===== src/rtl/pla_req_pkg.sv =====
// Shared types and helpers for the PLA request frame transmitter.
// Latency: n/a (declarations only).
// Backpressure: n/a (declarations only).
package pla_req_pkg;

    // One state per frame word on the wire, plus idle.
    typedef enum logic [1:0] {
        ST_IDLE = 2'd0,
        ST_W0   = 2'd1,
        ST_W1   = 2'd2,
        ST_W2   = 2'd3
    } req_state_t;

    localparam logic [15:0] PLA_REQ_MAGIC    = 16'h504C;
    localparam logic [7:0]  PLA_REQ_SEQ_INIT = 8'h00;
    localparam int unsigned PLA_REQ_WORDS    = 3;

    // Ordinal (1-based) of the word a state presents; 0 when idle.
    function automatic int unsigned pla_req_word_num(input req_state_t st);
        case (st)
            ST_W0:   return 1;
            ST_W1:   return 2;
            ST_W2:   return 3;
            default: return 0;
        endcase
    endfunction

    // 16-bit XOR fold over both halves of word0/word1 and the drop count.
    function automatic logic [15:0] pla_req_chk(input logic [31:0] w0,
                                                input logic [31:0] w1,
                                                input logic [15:0] drop);
        return w0[31:16] ^ w0[15:0] ^ w1[31:16] ^ w1[15:0] ^ drop;
    endfunction

endpackage


===== src/rtl/pla_req_chk16.sv =====
// Check field for word2: XOR fold of word0, word1 and the drop snapshot.
// Latency: combinational.
// Backpressure: none; inputs come from the frame snapshot and are stable.
module pla_req_chk16
    import pla_req_pkg::*;
(
    input  logic [31:0] w0,
    input  logic [31:0] w1,
    input  logic [15:0] drop,
    output logic [15:0] chk
);

    assign chk = pla_req_chk(w0, w1, drop);

endmodule


===== src/rtl/pla_request_frame_tx.sv =====
// Turns each request edge into a 3-word PLA request frame; one request buffered, overflow counted.
// Latency: first word valid (with sop) one clock after the request edge; back-to-back frames have no bubble.
// Backpressure: valid/ready; a word is held (data/sop/eop stable) until ready, link not rechecked mid-frame.
module pla_request_frame_tx
    import pla_req_pkg::*;
#(
    parameter logic [15:0] P_MAGIC    = PLA_REQ_MAGIC,
    parameter logic [7:0]  P_SEQ_INIT = PLA_REQ_SEQ_INIT
) (
    input  logic        I_pla_main_clk,
    input  logic        I_pla_rst_n,
    input  logic        I_cnt_value_clr,
    input  logic        I_pla_request,
    input  logic [31:0] I_pla_current_freq,
    input  logic [3:0]  I_txpla_acm_mode,
    input  logic        I_tx_link,
    input  logic        I_req_ready,
    output logic [31:0] O_req_data,
    output logic        O_req_valid,
    output logic        O_req_sop,
    output logic        O_req_eop,
    output logic [15:0] O_req_drop_cnt,
    output logic [15:0] O_req_frame_cnt
);

    req_state_t  state, state_n;
    logic        req_d, link_d;
    logic        pending, pending_n;
    logic [7:0]  seq, seq_n;
    logic [15:0] drop_cnt, drop_n;
    logic [15:0] frame_cnt, frame_n;
    logic [3:0]  acm_snap, acm_snap_n;
    logic [31:0] freq_snap, freq_snap_n;
    logic [15:0] drop_snap, drop_snap_n;
    logic [7:0]  seq_snap, seq_snap_n;
    logic [31:0] data_q, data_n;
    logic        valid_q, valid_n, sop_q, sop_n, eop_q, eop_n;

    logic        trig, link_fall, word_acc, eop_acc;
    logic        pend_kept, pend_any, drop_inc, start;
    logic [31:0] w0_snap;
    logic [15:0] chk;

    // A request is the rising edge of the stretched pulse.
    assign trig      = I_pla_request & ~req_d;
    assign link_fall = link_d & ~I_tx_link;
    assign word_acc  = valid_q & I_req_ready;
    assign eop_acc   = word_acc & eop_q;

    // A link drop discards the buffered request first; a new edge then occupies the
    // (possibly just emptied) buffer, or is lost if the buffer is still full.
    assign pend_kept = pending & ~link_fall;
    assign pend_any  = pend_kept | trig;
    assign drop_inc  = (pending & link_fall) | (trig & pend_kept);

    // New frames start from idle or straight out of the last word's handshake.
    assign start = pend_any & I_tx_link & ((state == ST_IDLE) | eop_acc);

    assign w0_snap = {P_MAGIC, acm_snap, 4'h0, seq_snap};

    pla_req_chk16 u_chk16 (
        .w0   (w0_snap),
        .w1   (freq_snap),
        .drop (drop_snap),
        .chk  (chk)
    );

    // Next-state, counters, snapshot and registered stream outputs.
    always_comb begin
        state_n     = state;
        pending_n   = start ? 1'b0 : pend_any;
        seq_n       = seq;
        frame_n     = frame_cnt;
        drop_n      = drop_cnt;
        acm_snap_n  = acm_snap;
        freq_snap_n = freq_snap;
        drop_snap_n = drop_snap;
        seq_snap_n  = seq_snap;
        data_n      = data_q;

        if (I_cnt_value_clr) begin
            seq_n   = P_SEQ_INIT;
            frame_n = '0;
            drop_n  = '0;
        end else begin
            if (eop_acc) begin
                seq_n   = seq + 8'd1;
                frame_n = frame_cnt + 16'd1;
            end
            if (drop_inc && (drop_cnt != 16'hFFFF)) begin
                drop_n = drop_cnt + 16'd1;
            end
        end

        case (state)
            ST_IDLE: data_n = '0;
            ST_W0: if (word_acc) begin
                state_n = ST_W1;
                data_n  = freq_snap;
            end
            ST_W1: if (word_acc) begin
                state_n = ST_W2;
                data_n  = {drop_snap, chk};
            end
            ST_W2: if (word_acc) begin
                state_n = ST_IDLE;
                data_n  = '0;
            end
            default: state_n = ST_IDLE;
        endcase

        // The sequence number of a back-to-back frame already reflects the eop just accepted.
        if (start) begin
            state_n     = ST_W0;
            acm_snap_n  = I_txpla_acm_mode;
            freq_snap_n = I_pla_current_freq;
            drop_snap_n = drop_cnt;
            seq_snap_n  = seq_n;
            data_n      = {P_MAGIC, I_txpla_acm_mode, 4'h0, seq_n};
        end

        valid_n = (state_n != ST_IDLE);
        sop_n   = (state_n == ST_W0);
        eop_n   = (pla_req_word_num(state_n) == PLA_REQ_WORDS);
    end

    // State register with synchronous active-low reset; reset abandons any frame in flight.
    always_ff @(posedge I_pla_main_clk) begin
        if (!I_pla_rst_n) begin
            state     <= ST_IDLE;
            req_d     <= 1'b0;
            link_d    <= 1'b0;
            pending   <= 1'b0;
            seq       <= P_SEQ_INIT;
            drop_cnt  <= '0;
            frame_cnt <= '0;
            acm_snap  <= '0;
            freq_snap <= '0;
            drop_snap <= '0;
            seq_snap  <= '0;
            data_q    <= '0;
            valid_q   <= 1'b0;
            sop_q     <= 1'b0;
            eop_q     <= 1'b0;
        end else begin
            state     <= state_n;
            req_d     <= I_pla_request;
            link_d    <= I_tx_link;
            pending   <= pending_n;
            seq       <= seq_n;
            drop_cnt  <= drop_n;
            frame_cnt <= frame_n;
            acm_snap  <= acm_snap_n;
            freq_snap <= freq_snap_n;
            drop_snap <= drop_snap_n;
            seq_snap  <= seq_snap_n;
            data_q    <= data_n;
            valid_q   <= valid_n;
            sop_q     <= sop_n;
            eop_q     <= eop_n;
        end
    end

    assign O_req_data      = data_q;
    assign O_req_valid     = valid_q;
    assign O_req_sop       = sop_q;
    assign O_req_eop       = eop_q;
    assign O_req_drop_cnt  = drop_cnt;
    assign O_req_frame_cnt = frame_cnt;

endmodule


===== config.mk =====
export PLATFORM = sky130hd
export DESIGN_NAME = pla_request_frame_tx
export DESIGN_NICKNAME = d
export VERILOG_FILES = /design/src/rtl/pla_req_pkg.sv /design/src/rtl/pla_req_chk16.sv /design/src/rtl/pla_request_frame_tx.sv
export SDC_FILE = /design/constraint.sdc
export NUM_CORES = 1
export LEC_CHECK = 0
export ABC_AREA = 1
export CAP_MARGIN = 20
export CORE_UTILIZATION = 40
export CTS_CLUSTER_DIAMETER = 100
export DETAILED_ROUTE_END_ITERATION = 8
export GPL_TIMING_DRIVEN = 1
export MAX_ROUTING_LAYER = met4
export PLACE_DENSITY_LB_ADDON = 0.2
export SLEW_MARGIN = 20
export SYNTH_ARGS = -nofsm -noshare
export SYNTH_HDL_FRONTEND = slang
export SYNTH_SLANG_ARGS = --single-unit

===== constraint.sdc =====
create_clock -name I_pla_main_clk -period 1.6 [get_ports I_pla_main_clk]
set_input_delay 0.24 -clock I_pla_main_clk [delete_from_list [all_inputs] [get_ports I_pla_main_clk]]
set_output_delay 0.24 -clock I_pla_main_clk [all_outputs]
set_load 0.005 [all_outputs]

# Yosys cells after proc, flatten, opt, wreduce, memory -nomap -nowiden
# Index checks and enable logic that the tools add are counted.
[totals]
ff_bits = 140
input_bits = 42
output_inout_bits = 67
elab_cells = 73
[op_classes]
addsub = 3
n_eq_ne = 14
mux = 13
bitwise = 20
n_reduce_logical = 7
[op_table]
columns = ["op", "count"]
rows = [
  ["$pmux 32 s4", 1],
  ["$mux 32", 3],
  ["$xor 16x16->16", 3],
  ["$add 16x1->16 const B", 2],
  ["$eq 32x2->1 const B", 1],
  ["$mux 31", 1],
  ["$mux 8", 2],
  ["$ne 16x16->1 const B", 1],
  ["$pmux 2 s3", 2],
  ["$and 1x1->1", 9],
  ["$ne 3x3->1 const B", 3],
  ["$add 8x1->8 const B", 1],
  ["$eq 2x2->1 const B", 4],
  ["$mux 2", 4],
  ["$ne 2x2->1 const B", 3],
  ["$reduce_and 3->1", 2],
  ["$not 5->5", 1],
  ["$eq 2x1->1 const B", 2],
  ["$not 1->1", 4],
  ["$reduce_or 2->1", 2],
  ["$or 1x1->1", 3],
  ["$logic_not 2->1", 1],
  ["$reduce_bool 2->1", 1],
  ["$logic_and 1x1->1", 1],
]

# Longest topological paths before layout
# Gate-level depths: netlist of run 1.
[depth]
ltp_word = 11
depth_mapped = 11
mapped_depth_nobuf = 11

# Modules after synthesis
# From an unflattened synthesis of run 1, not the netlist that was laid out.
[unflattened]
hier_cells = 1073
hier_area_um2 = 7193.1
[modules_own_cells]
columns = ["mod", "n_inst", "cells_each", "area_each_um2", "seq_area_each_um2"]
rows = [
  ["pla_request_frame_tx", 1, 849, 6177.2, 2802.7],
  ["pla_req_chk16", 1, 224, 1016.0, 0.0],
]

# Least setup slack after synthesis of run 1
# No wires, ideal clock.
[synth_timing]
path_kind = "register to register"
start = "register drop_cnt[1], in the netlist O_req_drop_cnt[1]"
end = "register drop_cnt[12], in the netlist O_req_drop_cnt[12]"
setup_ps = 113
arrival_ps = 1465
required_ps = 1487
setup_slack_ps = 22
path_stages_with_launch = 9
n_path_buf = 0
period_less_slack_ps = 1578
path_cell_list = "dfxtp_1 -> ha_1 -> nand3_2 -> nor3_1 -> nand4_1 -> nor2_1 -> nand2_1 -> nand2_1 -> nor2_1"
[synth_via]
elab_chain_len = 2
word_cells_on_any_way = 3
classes_between = "add/sub (1); eq/ne (1); reduce/logical (1)"
[synth_lines]
columns = ["item", "line", "rtl"]
rows = [
  ["start, declared", "pla_request_frame_tx.sv:30", "logic [15:0] drop_cnt, drop_n;"],
  ["start signal, assigned", "pla_request_frame_tx.sv:151", "drop_cnt <= drop_n;"],
  ["parallel branches: the longest is 2 deep, another holds $add 16x1->16", "--", ""],
]
# Several ways; the timed one is not identified.
# A chain may end at the register's enable or synchronous reset.

# Final worst setup path of run 1
[layout_timing]
start = "register state[0]"
end = "register data_q[29], in the netlist O_req_data[29]"
[layout_via]
elab_chain_len = 4
word_cells_on_any_way = 12
classes_between = "eq/ne (6); mux (1); bitwise (2); reduce/logical (3)"
[layout_lines]
columns = ["item", "line", "rtl"]
rows = [
  ["start, declared", "pla_request_frame_tx.sv:26", "req_state_t state, state_n;"],
  ["start signal, assigned", "pla_request_frame_tx.sv:146", "state <= state_n;"],
  ["$logic_not 2->1", "pla_request_frame_tx.sv:57, pla_request_frame_tx.sv:95", ""],
  ["$or 1x1->1", "pla_request_frame_tx.sv:57", "assign start = pend_any & I_tx_link & ((state == ST_IDLE) | eop_acc);"],
  ["$and 1x1->1", "pla_request_frame_tx.sv:57", ""],
  ["$reduce_or 2->1 (no line)", "--", ""],
  ["end signal, assigned", "pla_request_frame_tx.sv:157", "data_q <= data_n;"],
  ["end, declared", "pla_request_frame_tx.sv:36", "logic [31:0] data_q, data_n;"],
]
# Several ways; a longest one is shown, not always the timed one.

==> flow_summary.yaml, run 1 <==
synth:
  synth-seq-cells: 140
  asyncSetResetFlopFracSynth: 0
  synth-xor-area-share: 0.0417
  synth_top_family_by_area: "simple AND/OR/NAND/NOR gates"
  total_of_warnings_raised_by_yosys: 0
  share_of_the_synthesized_area_in_compound_gates_ao_oa_aoi_oai: 0.160
  yosys.area_share.simple: 0.267
  post_synth_fa_ha_maj_area_fraction: 0.0130
  post_synth_num_cell_types: 39
  syn_avg_cell_area_sq_um: 6.97
  yosys_most_used_dff: "dfxtp_1"
  number_of_enable_type_register_cells_in_the_synthesized_netlist: 0
  synth_area_sq_um: 6720
  synthesis.nets: 1014
  synthesis.instances: 965
  synth_sequential_area_ratio: 0.417
  muxShareOfSynthArea: 0
critical_path:
  timing.setup.critical_path_class: "reg2reg"
  timing.critical_path.to_type: "register"
  timing.critical_path.cells: "buf_6 -> ha_4 -> o21ai_4 -> o21ai_4 -> buf_4 -> buf_6 -> a22oi_1 -> nor2_1"
  worst_ep_arrival_time_ps: 1930
  critical_path_buf_inv_count: 3
  slowest_stage_cell_cp: "dfxtp_2"
  cp_slowest_stage_delay_ps: 340
  timing.critical_path.max_delay_family: "compound AO/OA/AOI/OAI gates"
  cp.required_ps: 1910
  setup.worst_path.start_class: "register"
  critical_path.max_fanout: 13
hold_path:
  hold_path_class: "in2reg"
timing:
  worst-slew-pin-transition_ps: 344
  post_route_worst_hold_slack_ps: 107
  setup_violations: 7
  max_clock_freq_ghz: 0.618
  setup_tns_ps: -77.3
  setup_repair_after_global_routing_missed_its_margin: "true"
  timing.final.ws_setup_ps: -17.7
  slew_headroom: 0.769
  final.min_clock_period_ps: 1620
  maxSlewViolCount: 0
  final.period_utilization: 1.01
  final_hold_viol_count: 0
  final.setup_skew_ps: 9.73
layout:
  n_antenna_cell: 0
  layout.cells.most_common: "nand2_1"
  post_route_cells_drive_above_1_share: 0.213
  syn2layout_area_growth_pct: 47.3
  final_net_count: 1217
  most_frequent_cells_in_the_layout: "216 x nand2_1, 110 x dfxtp_1, 110 x inv_1"
clock_tree:
  clk_transition_reported_paths_ps: 60
  worst_skew_pair.late_latency_ps: 430
  clockRootBuffer: "clkbuf_16"
  cts_hold_buffers: 0
  cts_inserted_buffers: 17
  max-clock-path-buffers: 2
  cts_sinks: 140
  htree_num_levels: 4
  clock_tree_from_tritoncts: "done"
placement:
  io_buffers: 108
  place.detailed.hpwl_um: 14100
  weighted_congestion_at_the_end_of_routability_driven_global_placement: 0.871
global_route:
  first_global_vias: 6500
  grt_pass1_wl_um: 32600
  gr-total-overflow: 0
  groute.usage.overall: 0.246
  maximum_number_of_pins_on_one_net_before_global_route_repair: 53
  antenna_found_initial: 0
drt:
  route.detailed.vias_per_inst: 4.91
  route.vias.total: 6884
  wl_um: 20500
  route.met2.wl_um: 9400
  detail_route.wirelength.met1_um: 9430
  wire_per_inst_um: 14.6
  maxUsedRoutingLayer: "met4"
  dr_wl_met3_um: 1200
  detail-route-antenna-nets: 0
  firstDrtPassIters: 6
  drt_drc_violations_left: 0
  drt-initial-drc-count: 466
die:
  fp.dieArea_sq_um: 17300
  fp.dieH_um: 132
  row_count: 47
  effective_utilization_at_floorplan: 0.407
  design.core.area_sq_um: 16500
  design.portCount: 109
  dieWidth_um: 132
status:
  failed_checks: "negative setup slack"
  status: "finished, violations left"
power:
  power.leakage_nw: 4.14
  vdd_drop_max_v: 0.000832
  pwr_density_cell_nw_per_um2: 954
run:
  drv.max_cap_violation_count: 0
==> sequential cells by signal, indices dropped and copies added (netlist names), 2 cells and up <==
register	flops
drop_snap	16
freq_snap	32
O_req_data	32
O_req_drop_cnt	16
O_req_frame_cnt	16
seq_snap	8
seq	8
state	2
acm_snap	4
==> layout make-up <==
type / count / area (sq um)
flip-flops and latches: 140 / 2840
inverters: 122 / 473
multi-input cells: 664 / 3490
clock inverters: 10 / 163
repair buffers: 223 / 2180
well taps: 220 / 275
fillers: 1511 / 6620
clock buffers: 22 / 474
==> through the flow <==
step                power, W  std cells   util  setup slack [ps]  instance area, sq um
floorplan            0.00448        965      -              21.7                  6720
global placement     0.00500       1349  0.523              -316                  8640
detailed placement   0.00502       1349  0.523              -344                  8640
CTS                  0.00938       1390  0.580             -13.0                  9580
global route         0.00983       1401  0.599             -88.8                  9900
finish               0.00945       1401  0.599             -17.7                  9900
==> report_power, final <==
group	switching (W)	leakage (nW)	internal [W]
clock	0.00152	0.306	0.00273
sequential	0.000125	1.15	0.00364
combinational	0.000748	2.68	0.000680
==> repair_timing <==
item	CTS	global route
setup endpoints to repair	81	84
gates resized for setup	86	69
buffers inserted	7	10
cloned	2	2
pin swaps	12	22
==> cell families (layout without fill, tap and decap cells) <==
group | Yosys count | after routing
AND/OR/NAND/NOR | 428 | 429
adder cells (fa/ha/maj) | 7 | 7
XOR/XNOR | 32 | 32
flip-flops | 140 | 140
AO/OA/AOI/OAI | 196 | 196
buffers and inverters | 162 | 377
==> cells in the mapped netlist, types with 2 or more instances <==
cell type    n  area share
inv_2        5      0.0028
buf_6        5      0.0084
ha_1         7       0.013
nand4_1     11       0.010
nand3_1     42       0.031
nor3_1      17       0.013
xnor2_1     12       0.016
nor2_2       3      0.0028
xor2_1      20       0.026
nor2_4       2      0.0033
a22oi_1     11       0.012
dfxtp_1    140        0.42
buf_4        2      0.0022
a21oi_2      6      0.0078
buf_2       12      0.0089
nand3_2      2      0.0030
inv_1      116       0.065
o211ai_1     2      0.0022
nor2_1     111       0.062
clkbuf_1    19       0.011
o21ai_1      2      0.0015
o21ai_0     83       0.062
o22ai_1     14       0.013
nand2_1    228        0.13
o21bai_1     2      0.0022
a21oi_1     70       0.052
nand2_2      9      0.0084
==> final timing paths <==
kind,from,to,slack (ps),cells past startpoint
setup / recovery,state[0],O_req_data[29],-20,8
hold / removal,I_pla_rst_n,O_req_data[22],110,3
setup reg to reg,state[0],O_req_data[29],-20,8
hold reg to reg,O_req_data[10],O_req_data[10],470,2
==> worst reg2reg max path, cell delays in order (launching register included) <==
cell and delay (ps):
dfxtp_2 340, buf_6 130, ha_4 170, o21ai_4 180, o21ai_4 120, buf_4 180, buf_6 160, a22oi_1 190
nor2_1 50
==> metal layers <==
metal  GRT usage  up-vias
met5           -        -
met4      0.0853        0
met3      0.0440       27
met2       0.386      195
met1       0.316     3152
li1            -     3510
Power figures use the tool's default switching activity.
==> inputs of run 2 (changes only) <==
ABC_CLOCK_PERIOD_IN_PS = 1600   (was not set)
CORE_ASPECT_RATIO = 0.9   (was not set)
CORE_UTILIZATION = 49   (was 40)
==> flow_summary.yaml, run 2 (synthesized netlist as in run 1, its figures left out) <==
status:
  status: "finished, violations left"
  failed_checks: "design-rule violations, negative setup slack"
die:
  fp.dieArea_sq_um: 14200
  design.core.area_sq_um: 13400
  effective_utilization_at_floorplan: 0.503
  dieWidth_um: 125
  design.portCount: 109
  fp.dieH_um: 113
  row_count: 40
placement:
  place_ws_ps: -310
  io_buffers: 108
  weighted_congestion_at_the_end_of_routability_driven_global_placement: 0.866
  place.detailed.hpwl_um: 13600
power:
  p_total_w: 0.00866
  vdd_drop_max_v: 0.00101
  power.leakage_nw: 4.01
  pwr_density_cell_nw_per_um2: 901
drt:
  wl_um: 20200
  drt_drc_violations_left: 6
  drt-initial-drc-count: 604
  firstDrtPassIters: 7
  wire_per_inst_um: 15.1
  route.vias.total: 6994
  detail-route-antenna-nets: 0
  route.detailed.vias_per_inst: 5.23
critical_path:
  cp.required_ps: 1950
  timing.critical_path.to_type: "register"
  critical_path.max_fanout: 5
  worst-r2r-setup-slack_ps: -130
  worst_ep_arrival_time_ps: 2080
  timing.critical_path.from: "state[0]"
  timing.rr.end: "O_req_data[10]"
  setup.worst_path.start_class: "register"
  startpoint_of_the_lowest_slack_register_to_register_path: "state[0]"
  timing.setup.critical_path_class: "reg2reg"
  cell_count_of_the_worst_reg_to_reg_path: 9
global_route:
  gr-total-overflow: 0
  groute.usage.overall: 0.287
  grt_pass1_wl_um: 31300
  first_global_vias: 6546
  antenna_found_initial: 0
  maximum_number_of_pins_on_one_net_before_global_route_repair: 39
timing:
  max_clock_freq_ghz: 0.580
  final.period_utilization: 1.08
  setup_repair_after_global_routing_missed_its_margin: "true"
  slew_headroom: 0.725
  timing.final.ws_setup_ps: -126
  final.setup_skew_ps: 10.2
  worst-slew-pin-transition_ps: 413
  setup_violations: 29
  setup_tns_ps: -1970
  maxSlewViolCount: 0
  final_hold_viol_count: 0
  final.min_clock_period_ps: 1730
run:
  drv.max_cap_violation_count: 0
layout:
  n_antenna_cell: 0
  most_frequent_cells_in_the_layout: "218 x nand2_1, 113 x dfxtp_1, 111 x inv_1"
  post_route_cells_drive_above_1_share: 0.205
  utilization_of_the_core_after_routing: 0.719
  layout.cells.most_common: "nand2_1"
  syn2layout_area_growth_pct: 42.8
  final_net_count: 1210
clock_tree:
  clockRootBuffer: "clkbuf_16"
  cts_inserted_buffers: 17
  clock_tree_from_tritoncts: "done"
  worst_skew_pair.late_latency_ps: 420
  max-clock-path-buffers: 2
  cts_hold_buffers: 0
  clk_transition_reported_paths_ps: 60
  cts_sinks: 140
  htree_num_levels: 4
hold_path:
  min-delay-start: "I_pla_rst_n"
  whs_path_depth: 4
  hold_path_class: "in2reg"
  worst_hold_path.endpoint: "freq_snap[11]"
[run 2: cell count changes in the layout (fill, tap and decap cells not counted), moves of 3 or more]
cell       change
buf_12         -3
buf_4          -4
bufinv_16      -4
clkbuf_1       +4
dfxtp_1        +3
nand3_1        -4
nand3_2        +4
o21ai_2        +3
[run 2: metrics by stage]
stage	area (sq um)	hold WS [ps]	std cells
final	9600	312	1338
after global routing	9600	307	1338
after CTS	9160	286	1323
after detailed placement	8540	459	1293
after global placement	8540	456	1293
after floorplan	6720	333	965
[run 2: timing repair]
| item | 4_1_cts | 5_1_grt |
|---|---|---|
| resized for setup | 67 | 87 |
| buffers inserted | 1 | 13 |
| pin swaps | 7 | 30 |
| endpoints found under the hold margin | 0 | 0 |
| setup endpoints to repair | 84 | 100 |
| gates cloned | 1 | 2 |
[run 2: area by class of cell]
| cell class | instances | area [sq um] |
|---|---|---|
| sequential | 140 | 2840 |
| clock inverter | 2 | 12.5 |
| multi-input combinational | 664 | 3500 |
| clock buffer | 26 | 489 |
| tap | 168 | 210 |
| timing repair buffer | 216 | 2080 |
| fill | 1025 | 3760 |
| inverter | 122 | 472 |
[run 2: layer usage]
layer / global-route usage / part of all wire / up-vias
met5: - / 0 / -
met4: 0.119 / 0.025 / 0
met3: 0.0558 / 0.057 / 42
met2: 0.456 / 0.46 / 225
met1: 0.357 / 0.46 / 3240
li1: - / - / 3487
[run 2: power by group]
part	leakage [nW]	internal, W	switching, W
sequential	1.15	0.00365	0.000132
combinational	2.61	0.000653	0.000746
clock	0.242	0.00207	0.00141
[run 2: critical path, cell delays in order (launching register included)]
cell	delay, ps
dfxtp_2	330
buf_6	130
ha_4	160
o21ai_4	170
o21ai_4	90
buf_6	130
nor2_4	230
clkbuf_16	210
o21ai_1	70
a21oi_1	140
[run 2: how the worst max path moves through the flow]
stage | slack [ps] | cells past startpoint | to
after floorplan | 20 | 8 | O_req_drop_cnt[12]
after global placement | -270 | 10 | O_req_data[13]
after detailed placement | -310 | 10 | O_req_data[1]
after CTS | -10 | 10 | O_req_data[30]
after global routing | -160 | 9 | O_req_data[9]
final | -130 | 9 | O_req_data[10]
==> inputs of run 3 (changes only) <==
CAP_MARGIN = not set   (was 20)
SETUP_SLACK_MARGIN = 0.05   (was not set)
==> flow_summary.yaml, run 3 (synthesized netlist as in run 1, its figures left out) <==
status:
  status: "finished, violations left"
  failed_checks: "design-rule violations, negative setup slack"
die:
  effective_utilization_at_floorplan: 0.503
  row_count: 40
  dieWidth_um: 125
  fp.dieH_um: 113
  design.portCount: 109
  design.core.area_sq_um: 13400
  fp.dieArea_sq_um: 14200
layout:
  final_net_count: 1213
  n_antenna_cell: 0
  post_route_cells_drive_above_1_share: 0.248
  syn2layout_area_growth_pct: 51.5
  layout.cells.most_common: "nand2_1"
  filler_cell_count: 904
  multi_input_area_sq_um: 3670
  post-route-cell-area_sq_um: 10200
  utilization_of_the_core_after_routing: 0.762
  register_area_sq_um: 2870
  most_frequent_cells_in_the_layout: "218 x nand2_1, 113 x inv_1, 100 x nor2_1"
clock_tree:
  clockRootBuffer: "clkbuf_16"
  max-clock-path-buffers: 2
  cts_sinks: 140
  htree_num_levels: 4
  cts_inserted_buffers: 17
  clock_tree_from_tritoncts: "done"
  worst_skew_pair.late_latency_ps: 430
  clk_transition_reported_paths_ps: 60
  cts_hold_buffers: 0
hold_path:
  hold_path_class: "in2reg"
timing:
  max_clock_freq_ghz: 0.572
  timing.final.ws_setup_ps: -147
  slew_headroom: 0.740
  maxSlewViolCount: 0
  final.period_utilization: 1.09
  final.min_clock_period_ps: 1750
  final_hold_viol_count: 0
  setup_violations: 47
  setup_repair_after_global_routing_missed_its_margin: "true"
  final.setup_skew_ps: 11.4
  worst-slew-pin-transition_ps: 388
placement:
  io_buffers: 108
  place_area_sq_um: 8480
  place.detailed.hpwl_um: 13100
  weighted_congestion_at_the_end_of_routability_driven_global_placement: 0.860
global_route:
  maximum_number_of_pins_on_one_net_before_global_route_repair: 38
  antenna_found_initial: 0
  groute.usage.overall: 0.305
  first_global_vias: 6751
  gr-total-overflow: 0
  grt_pass1_wl_um: 33000
power:
  p_int_w: 0.00714
  pwr_density_cell_nw_per_um2: 951
  share_seq_of_total_power: 0.391
  power.leakage_nw: 4.37
  net-switching-power_w: 0.00254
  power.share.combinational: 0.169
  netSwitchingFraction: 0.263
  share_clk_of_total_power: 0.440
  vdd_drop_max_v: 0.000880
drt:
  wire_per_inst_um: 16.9
  wl_um: 22700
  firstDrtPassIters: 8
  detail-route-antenna-nets: 0
  drt_drc_violations_left: 10
  route.vias.total: 7430
  route.detailed.vias_per_inst: 5.52
  drt-initial-drc-count: 692
run:
  drv.max_cap_violation_count: 0
critical_path:
  cp.required_ps: 1940
  timing.critical_path.to_type: "register"
  worst_ep_arrival_time_ps: 2090
  setup.worst_path.start_class: "register"
  timing.setup.critical_path_class: "reg2reg"
  critical_path.max_fanout: 3
-- run 3: worst paths after layout --
check                                    from            end  slack [ps]  depth (start not counted)
worst max-delay path                 state[0]      O_req_eop        -150                         10
worst min-delay path              I_pla_rst_n          req_d         290                          4
worst max register to register       state[0]      O_req_eop        -150                         10
worst min register to register  O_req_data[9]  O_req_data[9]         470                          2
-- run 3: power by group through the flow --
stage | Clock (W) | Combinational, W | Sequential (W)
CTS | 0.00426 | 0.00143 | 0.00378
floorplan | 0 | 0.000672 | 0.00381
global route | 0.00443 | 0.00175 | 0.00380
finish | 0.00426 | 0.00164 | 0.00379
detailed placement | 0 | 0.00116 | 0.00385
global placement | 0 | 0.00114 | 0.00384
-- run 3: critical path, stage by stage (launching register included) --
cell      delay (ps)
dfxtp_4          380
inv_4             50
ha_4             160
inv_2             70
buf_4            130
nand2_2           70
o211ai_1         120
o21ai_1          140
nor2_1           230
nand2_1          140
a21oi_1          160
-- run 3: routing by layer --
layer	track usage	wire, um
met4	0.126	639
met5	-	0
met1	0.377	9340
met2	0.486	10900
met3	0.0624	1820
-- run 3: cell type report --
class                           count  area share
Clock buffer                       21      0.0462
Multi-Input combinational cell    664       0.360
Clock inverter                     11      0.0162
Tap cell                          168      0.0206
Inverter                          122      0.0457
Sequential cell                   140       0.282
Timing Repair Buffer              219       0.230
-- run 3: per-stage QoR --
stage	instances	total power [W]	setup TNS [ps]	setup WS [ps]	hold WS (ps)
finish	1345	0.00968	-1820	-147	289
global route	1345	0.00998	-5280	-201	315
CTS	1329	0.00947	-463	-46.5	269
detailed placement	1275	0.00501	-22210	-314	458
global placement	1275	0.00499	-19090	-258	454
floorplan	965	0.00448	0	46.0	333
-- run 3: timing repair --
item,CTS,global route
setup buffers,16,13
resized for setup,124,140
cloned,6,3
pin swaps,25,44
setup endpoints to repair,136,133
